<file path="src/rtl/divider_pkg.sv">
`default_nettype none
// ============================================================================
// Module      : divider_pkg
// Description : Shared types and constants for the iterative restoring divider.
// Revision    : 1.0 - initial release
// ============================================================================
package divider_pkg;

  // Default operand/result width of the divide unit.
  localparam int DEF_WIDTH = 8;

  // Iteration counter width at the default width: must hold the value WIDTH.
  localparam int DEF_CNT_W = $clog2(DEF_WIDTH + 1);

  // Control states of the divider.
  typedef enum logic [1:0] {
    IDLE = 2'd0,
    RUN  = 2'd1,
    DONE = 2'd2
  } state_t;

  // Counter width needed to hold the value w.
  function automatic int cnt_width(input int w);
    return $clog2(w + 1);
  endfunction

endpackage : divider_pkg
`default_nettype wire

</file>
<file path="src/rtl/restoring_divider_8_trial_subtractor.sv">
`default_nettype none
// ============================================================================
// Module      : trial_subtractor
// Description : Combinational (WIDTH+1)-bit ripple-carry subtractor built from
//               full-adder cells: diff = a + ~b + 1, borrow = ~carry_out.
// Revision    : 1.0 - initial release
// ============================================================================
module trial_subtractor #(
  parameter int WIDTH = 8
) (
  input  logic [WIDTH:0] a,
  input  logic [WIDTH:0] b,
  output logic [WIDTH:0] diff,
  output logic           borrow
);

  logic [WIDTH:0]   b_inv;
  logic [WIDTH+1:0] carry;

  // Two's-complement subtraction: invert the subtrahend, carry-in of one.
  assign b_inv    = ~b;
  assign carry[0] = 1'b1;

  // One full-adder cell per bit, carries rippling from LSB to MSB.
  for (genvar i = 0; i <= WIDTH; i++) begin : g_bit
    assign diff[i]    = a[i] ^ b_inv[i] ^ carry[i];
    assign carry[i+1] = (a[i] & b_inv[i]) | (a[i] & carry[i]) | (b_inv[i] & carry[i]);
  end

  // No carry out of the top cell means a < b.
  assign borrow = ~carry[WIDTH+1];

endmodule : trial_subtractor
`default_nettype wire

</file>
<file path="src/rtl/restoring_divider_8.sv">
`default_nettype none
// ============================================================================
// Module      : restoring_divider_8
// Description : Sequential unsigned restoring divider, one trial subtraction
//               per clock, start/done handshake. Divide-by-zero returns
//               quotient = all ones, remainder = dividend, div_by_zero = 1.
// Revision    : 1.0 - initial release
// ============================================================================
module restoring_divider_8
  import divider_pkg::*;
#(
  parameter int WIDTH = DEF_WIDTH
) (
  input  logic             clk,
  input  logic             rst_n,
  input  logic             start,
  input  logic [WIDTH-1:0] dividend,
  input  logic [WIDTH-1:0] divisor,
  output logic             busy,
  output logic             done,
  output logic [WIDTH-1:0] quotient,
  output logic [WIDTH-1:0] remainder,
  output logic             div_by_zero
);

  localparam int CNT_W = cnt_width(WIDTH);

  state_t state, state_next;

  // Working registers: partial remainder, quotient/dividend shift register,
  // latched divisor and iteration counter.
  logic [WIDTH-1:0] rem, rem_next;
  logic [WIDTH-1:0] quo, quo_next;
  logic [WIDTH-1:0] dvs, dvs_next;
  logic [CNT_W-1:0] cnt, cnt_next;

  // Next values of the held result outputs.
  logic [WIDTH-1:0] quotient_next;
  logic [WIDTH-1:0] remainder_next;
  logic             div_by_zero_next;

  // Trial subtraction operands. The partial remainder after the left shift
  // keeps the bit shifted out of rem as its MSB, so divisors above half
  // range are handled without losing that bit.
  logic [WIDTH:0] part;
  logic [WIDTH:0] diff;
  logic           borrow;
  logic           take;

  assign part = {rem, quo[WIDTH-1]};

  trial_subtractor #(
    .WIDTH (WIDTH)
  ) u_trial_subtractor (
    .a      (part),
    .b      ({1'b0, dvs}),
    .diff   (diff),
    .borrow (borrow)
  );

  // Subtraction is kept when the result is non-negative; since the partial
  // remainder never reaches twice the divisor, it then also fits in WIDTH bits.
  assign take = ~borrow & ~diff[WIDTH];

  // Handshake outputs decode directly from the state.
  assign busy = (state == RUN);
  assign done = (state == DONE);

  // State register.
  always_ff @(posedge clk or negedge rst_n) begin
    if (!rst_n) begin
      state <= IDLE;
    end else begin
      state <= state_next;
    end
  end

  // Datapath and result registers.
  always_ff @(posedge clk or negedge rst_n) begin
    if (!rst_n) begin
      rem         <= '0;
      quo         <= '0;
      dvs         <= '0;
      cnt         <= '0;
      quotient    <= '0;
      remainder   <= '0;
      div_by_zero <= 1'b0;
    end else begin
      rem         <= rem_next;
      quo         <= quo_next;
      dvs         <= dvs_next;
      cnt         <= cnt_next;
      quotient    <= quotient_next;
      remainder   <= remainder_next;
      div_by_zero <= div_by_zero_next;
    end
  end

  // Next-state, iteration step and result capture on entry to DONE.
  always_comb begin
    state_next       = state;
    rem_next         = rem;
    quo_next         = quo;
    dvs_next         = dvs;
    cnt_next         = cnt;
    quotient_next    = quotient;
    remainder_next   = remainder;
    div_by_zero_next = div_by_zero;

    case (state)
      IDLE, DONE: begin
        // DONE lasts one cycle; both states accept a new request.
        state_next = IDLE;
        if (start) begin
          dvs_next = divisor;
          rem_next = '0;
          quo_next = dividend;
          cnt_next = CNT_W'(WIDTH);
          if (divisor == '0) begin
            state_next       = DONE;
            quotient_next    = '1;
            remainder_next   = dividend;
            div_by_zero_next = 1'b1;
          end else begin
            state_next = RUN;
          end
        end
      end

      RUN: begin
        // Shift {rem, quo} left, trial subtract, restore on borrow.
        rem_next = take ? diff[WIDTH-1:0] : part[WIDTH-1:0];
        quo_next = {quo[WIDTH-2:0], take};
        cnt_next = cnt - CNT_W'(1);
        if (cnt == CNT_W'(1)) begin
          state_next       = DONE;
          quotient_next    = {quo[WIDTH-2:0], take};
          remainder_next   = take ? diff[WIDTH-1:0] : part[WIDTH-1:0];
          div_by_zero_next = 1'b0;
        end
      end

      default: begin
        state_next = IDLE;
      end
    endcase
  end

endmodule : restoring_divider_8
`default_nettype wire

</file>
<file path="config.mk">
export PLATFORM = sky130hd
export DESIGN_NAME = restoring_divider_8
export DESIGN_NICKNAME = d
export VERILOG_FILES = /design/src/rtl/divider_pkg.sv /design/src/rtl/restoring_divider_8_trial_subtractor.sv /design/src/rtl/restoring_divider_8.sv
export SDC_FILE = /design/constraint.sdc
export NUM_CORES = 1
export LEC_CHECK = 0
export ABC_AREA = 1
export BUFFER_PORTS_ARGS = -buffer_cell sky130_fd_sc_hd__buf_2
export CAP_MARGIN = 30
export CORE_AREA = 5 5 73 75
export CTS_BUF_LIST = sky130_fd_sc_hd__clkbuf_16
export CTS_CLUSTER_DIAMETER = 200
export CTS_CLUSTER_SIZE = 16
export DETAILED_ROUTE_END_ITERATION = 16
export DIE_AREA = 0 0 78 80
export GPL_TIMING_DRIVEN = 0
export PLACE_DENSITY = 0.74
export SYNTH_ARGS = -nofsm -noshare
export SYNTH_HDL_FRONTEND = slang
export SYNTH_SLANG_ARGS = --single-unit
</file>
<file path="constraint.sdc">
create_clock -name clk -period 5.3 [get_ports clk]
set_input_delay 0.265 -clock clk [delete_from_list [all_inputs] [get_ports clk]]
set_output_delay 0.265 -clock clk [all_outputs]
set_load 0.03 [all_outputs]
</file>
# Word-level counts from Yosys, hierarchy flattened
# Index checks and enable logic that the tools add are counted.
dict set report totals {
  inputBits 19
  ff_bits 47
}
dict set report op_classes {
  bitwise 64
  reduce_logical 7
  eq_ne 6
  mux 23
  add_sub_neg 1
}
# operator n
set ops {}
lappend ops {{$mux W8} 9}
lappend ops {{$pmux W8 S2} 4}
lappend ops {{$and A1 B1 Y1} 26}
lappend ops {{$or A1 B1 Y1} 18}
lappend ops {{$xor A1 B1 Y1} 17}
lappend ops {{$not A8 Y9} 1}
lappend ops {{$logic_not A8 Y1} 1}
lappend ops {{$pmux W4 S2} 1}
lappend ops {{$mux W2} 3}
lappend ops {{$eq A4 B1 Y1 const B} 1}
lappend ops {{$mux W4} 1}
lappend ops {{$ne A2 B2 Y1 const B} 2}
lappend ops {{$pmux W2 S2} 1}
lappend ops {{$reduce_and A2 Y1} 2}
lappend ops {{$reduce_and A4 Y1} 1}
lappend ops {{$sub A4 B1 Y4 const B} 1}
lappend ops {{$mux W1} 3}
lappend ops {{$eq A2 B1 Y1 const B} 1}
lappend ops {{$eq A2 B2 Y1 const B} 1}
lappend ops {{$logic_not A2 Y1} 1}
lappend ops {{$ne A2 B1 Y1 const B} 1}
lappend ops {{$not A1 Y1} 2}
lappend ops {{$pmux W1 S2} 1}
lappend ops {{$reduce_bool A2 Y1} 1}
lappend ops {{$reduce_or A2 Y1} 1}

# Logic depth before layout (Yosys ltp)
dict set report logic_depth {
  depth_word 32
  ltp_mapped 18
  depth_no_buf 18
}

# Cells and area by module
# A second synthesis with hierarchy kept.
dict set report hier_totals {
  cells_unflattened 280
  area_unflattened_um2 2426.1
}
# mod cells_per_inst area_per_inst_um2 n_inst
set modules_own_cells {}
lappend modules_own_cells {restoring_divider_8 253 2185.8 1}
lappend modules_own_cells {trial_subtractor 27 240.2 1}

# Worst setup path before layout
# OpenSTA, ideal clock, no wires.
dict set report synth_path {
  kind {register to register}
  startpoint {register quo[7]}
  endpoint {register remainder[0]}
  slack_ps 1606
  arrival_time_ps 3577
  stages_incl_launch_ff 18
  t_required_ps 5183
  cell_sequence {dfrtp_1 > inv_1 > ha_1 > inv_1 > fa_1 > inv_1 > fa_1 > fa_1 > fa_1 > fa_1 > fa_1 > fa_1 > nand2_1 > nand3_1 > nand3_1 > nand2_1 > nand2_1 > nand2_1}
}
dict set report synth_between {
  elab_chain_len 31
  elab_cells_between_ends 43
  classes_between {3 x mux; 40 x bitwise}
}
# item line
set synth_rtl {}
lappend synth_rtl {{start, declared} restoring_divider_8.sv:33} ;# logic [WIDTH-1:0] quo, quo_next;
lappend synth_rtl {{start signal, assigned} restoring_divider_8.sv:90} ;# quo <= quo_next;
lappend synth_rtl {{$and A1 B1 Y1} restoring_divider_8_trial_subtractor.sv:27} ;# assign carry[i+1] = (a[i] & b_inv[i]) | (a[i] & carry[i]) | (b_inv[i] & carry[i]);
lappend synth_rtl {{$or A1 B1 Y1 (2 in a row)} restoring_divider_8_trial_subtractor.sv:27}
lappend synth_rtl {{$and A1 B1 Y1} restoring_divider_8_trial_subtractor.sv:27}
lappend synth_rtl {{$or A1 B1 Y1 (2 in a row)} restoring_divider_8_trial_subtractor.sv:27}
lappend synth_rtl {{$and A1 B1 Y1} restoring_divider_8_trial_subtractor.sv:27}
lappend synth_rtl {{$or A1 B1 Y1 (2 in a row)} restoring_divider_8_trial_subtractor.sv:27}
lappend synth_rtl {{$and A1 B1 Y1} restoring_divider_8_trial_subtractor.sv:27}
lappend synth_rtl {{$or A1 B1 Y1 (2 in a row)} restoring_divider_8_trial_subtractor.sv:27}
lappend synth_rtl {{(+9 left out)} -}
lappend synth_rtl {{$and A1 B1 Y1} restoring_divider_8_trial_subtractor.sv:27}
lappend synth_rtl {{$or A1 B1 Y1 (2 in a row)} restoring_divider_8_trial_subtractor.sv:27}
lappend synth_rtl {{$and A1 B1 Y1} restoring_divider_8_trial_subtractor.sv:27}
lappend synth_rtl {{$or A1 B1 Y1 (2 in a row)} restoring_divider_8_trial_subtractor.sv:27}
lappend synth_rtl {{$and A1 B1 Y1} restoring_divider_8.sv:63} ;# assign take = ~borrow & ~diff[WIDTH];
lappend synth_rtl {{$mux W8 *} restoring_divider_8.sv:138} ;# remainder_next = take ? diff[WIDTH-1:0] : part[WIDTH-1:0];
lappend synth_rtl {{$mux W8 *} restoring_divider_8.sv:135} ;# if (cnt == CNT_W'(1)) begin
lappend synth_rtl {{$pmux W8 S2 *} restoring_divider_8.sv:110} ;# case (state)
lappend synth_rtl {{end signal, assigned} restoring_divider_8.sv:94} ;# remainder <= remainder_next;
lappend synth_rtl {{end, declared} restoring_divider_8.sv:22} ;# output logic [WIDTH-1:0] remainder,
# Every way passes the cells marked *; elsewhere a longest branch is shown, timed or not. The select of a mux whose other input is x is not followed.
# A chain may end at the register's enable or synchronous reset.

# Worst setup path after layout
dict set report layout_path {
  startpoint {register quo[7]}
  endpoint {register remainder[4]}
}
dict set report layout_between {
  elab_chain_len 31
  elab_cells_between_ends 42
  classes_between {3 x mux; 39 x bitwise}
}
# item line
set layout_rtl {}
lappend layout_rtl {{$and A1 B1 Y1} restoring_divider_8_trial_subtractor.sv:27}
lappend layout_rtl {{$or A1 B1 Y1 * (2 in a row)} restoring_divider_8_trial_subtractor.sv:27}
lappend layout_rtl {{$and A1 B1 Y1} restoring_divider_8_trial_subtractor.sv:27}
lappend layout_rtl {{$or A1 B1 Y1} restoring_divider_8_trial_subtractor.sv:27}
lappend layout_rtl {{$or A1 B1 Y1 *} restoring_divider_8_trial_subtractor.sv:27}
lappend layout_rtl {{$and A1 B1 Y1} restoring_divider_8_trial_subtractor.sv:27}
lappend layout_rtl {{$or A1 B1 Y1} restoring_divider_8_trial_subtractor.sv:27}
lappend layout_rtl {{$or A1 B1 Y1 *} restoring_divider_8_trial_subtractor.sv:27}
lappend layout_rtl {{(+12 left out)} -}
lappend layout_rtl {{$and A1 B1 Y1} restoring_divider_8_trial_subtractor.sv:27}
lappend layout_rtl {{$or A1 B1 Y1 (2 in a row)} restoring_divider_8_trial_subtractor.sv:27}
lappend layout_rtl {{$and A1 B1 Y1} restoring_divider_8_trial_subtractor.sv:27}
lappend layout_rtl {{$or A1 B1 Y1 (2 in a row)} restoring_divider_8_trial_subtractor.sv:27}
lappend layout_rtl {{$and A1 B1 Y1} restoring_divider_8.sv:63}
lappend layout_rtl {{$mux W8 *} restoring_divider_8.sv:138}
lappend layout_rtl {{$mux W8 *} restoring_divider_8.sv:135}
lappend layout_rtl {{$pmux W8 S2 *} restoring_divider_8.sv:110}
# Marks and branches as above.

==> results by group <==
Status
  – Outcome: completed

Route
  – WL/cell: 14.1 µm
  – DRT Wirelength: 5.34 mm
  – DR pass1 iterations: 4
  – 1st-iter DRT viols: 146
  – Routed vias/inst: 5.14
  – DR DRC count: 0
  – Via count: 1943
  – Antenna viol nets, final: 0

STA
  – Final worst path period share: 0.773
  – Final Hold Viols: 0
  – FMAX: 0.244 GHz
  – Fin Clk Skew: 0.00713 ns
  – Slew HR: 0.721
  – Crit path time final: 4.10 ns
  – Setup TNS: 0 ns
  – Final setup vio count: 0
  – RSZ-0062 raised after global routing: no
  – Slew at the pin closest to its max-slew limit: 0.418 ns
  – WHS: 0.187 ns
  – Slew Limit Fails: 0

Critical path
  – CP Capture Type: register
  – Startpoint types: register
  – Arr. time, crit path: 4.27 ns
  – Reg2reg path depth: 17
  – WP data required: 5.47 ns
  – Setup CP Type: reg2reg
  – Worst-path maximum fanout: 9

Die
  – DIE HEIGHT: 80 µm
  – Die X-Extent: 78 µm
  – Core area: 4600 µm²
  – Io pins: 38
  – Site row count: 25
  – Initial Utilization: 0.515
  – Die area: 6240 µm²

Global route
  – Gr usage total: 0.190
  – First-pass GRT wire length: 9.38 mm
  – Gr ovfl total: 0
  – Largest net degree at the start of global routing: 38
  – Initial antenna violation count: 0
  – Vias in the first global route: 2033

Power and ir drop
  – Int Pwr: 0.00116 W
  – Gate power share: 0.538
  – P_sw: 0.000966 W
  – Sequential power share: 0.296
  – Leak Pwr: 1.52 nW
  – Clock power frac: 0.166
  – PD cells: 755 nW/µm²
  – Sw Ratio: 0.455
  – VDD IR max: 281 µV

CTS
  – Latest clock arrival within the worst-skew pair: 0.29 ns
  – CTS root buf: clkbuf_16
  – Clock transition at path regs: 0.06 ns
  – TritonCTS Buffers: 5
  – Number of buffers added for setup after CTS: 0
  – CTS HTree Levels: 2
  – Sink Count: 47
  – CTS tree: done
  – Clock tree buffer depth: 2

Flow run
  – Max-cap violations: 0

Logic synthesis
  – Yosys top cell by area: dfrtp_1
  – Mapped cell area: 2370 µm²
  – Synth area leaders: dfrtp_1, nand2_1, nand3_1
  – Ys Warns: 0
  – Post-synthesis average cell area: 8.54 µm²
  – Sequential share of the synthesized area: 0.497
  – Flops & latches, synth: 47
  – Net Count, Synth: 306
  – Gate Count Post-Synth: 277
  – Top cell type's share of synthesized area: 0.497
  – Cell variety after synth: 26

Place
  – HPWL after detailed placement: 4.00 mm
  – Final Wtd Congestion: 0.870
  – Dpl cell area: 2640 µm²
  – Port Buffer Count: 37

Layout
  – Nets: 352
  – ANT cells: 0
  – Design area: 2810 µm²
  – Share of post-route cells with drive strength above 1: 0.188
  – Area Overhead vs Synth: 18.9%

Min path
  – HP Class: in2reg
  – Hold Path Stages: 3
[cell type report]
class	instances	area (µm²)
sequential	47	1180
tap	54	67.6
multi-input combinational	191	1010
buffer	11	77.6
fill	428	1790
clock inverter	3	38.8
clock buffer	5	125
inverter	28	105
timing repair buffer	39	215
[logic make-up (layout without fill, tap and decap cells)]
family | Yosys count | after routing | synth area share
AND/OR/NAND/NOR | 157 | 157 | 0.291
AO/OA/AOI/OAI | 23 | 23 | 0.0555
buffers and inverters | 39 | 86 | 0.0772
flip-flops | 47 | 47 | 0.497
adder cells (fa/ha/maj) | 10 | 10 | 0.0751
XOR/XNOR | 1 | 1 | 0.00370
[per-stage QoR]
| stage | cells | power (W) | utilization | worst slack (ns) |
|---|---|---|---|---|
| final | 378 | 0.00212 | 0.612 | 1.20 |
| after global routing | 378 | 0.00233 | 0.612 | 0.977 |
| after CTS | 378 | 0.00213 | 0.612 | 1.22 |
| after detailed placement | 369 | 0.00177 | 0.574 | 1.24 |
| after global placement | 368 | 0.00172 | 0.570 | 1.30 |
| after floorplan | 277 | 0.00147 | - | 1.61 |
[critical path: stages, from the launching register on]
cell	delay (ns)
dfrtp_1	0.32
inv_1	0.07
ha_1	0.20
inv_1	0.06
fa_1	0.15
inv_1	0.05
fa_1	0.38
fa_1	0.41
fa_1	0.40
fa_1	0.40
fa_1	0.40
fa_1	0.42
nand2_1	0.26
nand3_1	0.13
nand3_1	0.14
nand2_1	0.09
nand2_1	0.06
nand2_1	0.05
[cells in the final DEF (no fill, tap or decap), types with 2 or more instances in the layout]
master     instances
buf_4              3
a31oi_1            3
fa_1               7
buf_2             42
clkbuf_16          5
inv_2              2
nand3_1           43
dfrtp_1           47
o21ai_0           13
nand2_4            2
o221ai_1           2
nand2_1           95
o22ai_1            2
ha_1               3
nor2_1            13
inv_1             26
[power groups by stage]
stage | Sequential [W] | Clock, W | Combinational, W
floorplan | 0.000741 | 0 | 0.000730
global placement | 0.000628 | 0 | 0.00110
detailed placement | 0.000636 | 0 | 0.00113
CTS | 0.000630 | 0.000352 | 0.00115
global route | 0.000651 | 0.000370 | 0.00131
finish | 0.000629 | 0.000352 | 0.00114
[cells in the mapped netlist, drive strengths merged]
cell / instances
o22ai: 2
nand2: 97
o221ai: 2
clkbuf: 1
fa: 7
nand3: 43
o21ai: 14
nor2: 14
xnor2: 1
ha: 3
a31oi: 3
a21oi: 1
inv: 28
nand3b: 1
buf: 10
o211ai: 1
nand4: 2
dfrtp: 47
[state kept, by name, indices dropped and copies added (netlist names)]
register and flops:
cnt 4, div_by_zero 1, dvs 8, quo 8, quotient 8, rem 8
remainder 8, state 2
[per-layer routing]
layer  up-vias  global-route usage  share of wire
li1        975                   -              -
met1       904               0.239           0.43
met2        57               0.327           0.50
met3         7              0.0429          0.056
met4         0              0.0557          0.014
met5         -                   0              0
[final timing paths]
kind	from	endpoint	slack [ns]
max	quo[7]$_DFFE_PN0P_	remainder[4]$_DFFE_PN0P_	1.20
min	divisor[3]	dvs[3]$_DFFE_PN0P_	0.19
max reg2reg	quo[7]$_DFFE_PN0P_	remainder[4]$_DFFE_PN0P_	1.20
min reg2reg	dvs[0]$_DFFE_PN0P_	dvs[0]$_DFFE_PN0P_	0.49
max in group asynchronous	rst_n	rem[0]$_DFFE_PN0P_	4.43
min in group asynchronous	rst_n	rem[4]$_DFFE_PN0P_	0.39
[timing repair]
| item | 4_1_cts | 5_1_grt |
|---|---|---|
| hold buffers | 1 | 0 |
| resized for setup | 0 | 0 |
| hold endpoints to repair | 10 | 0 |
| endpoints found under the setup margin | 0 | 0 |
(Power assumes the default switching activity.)
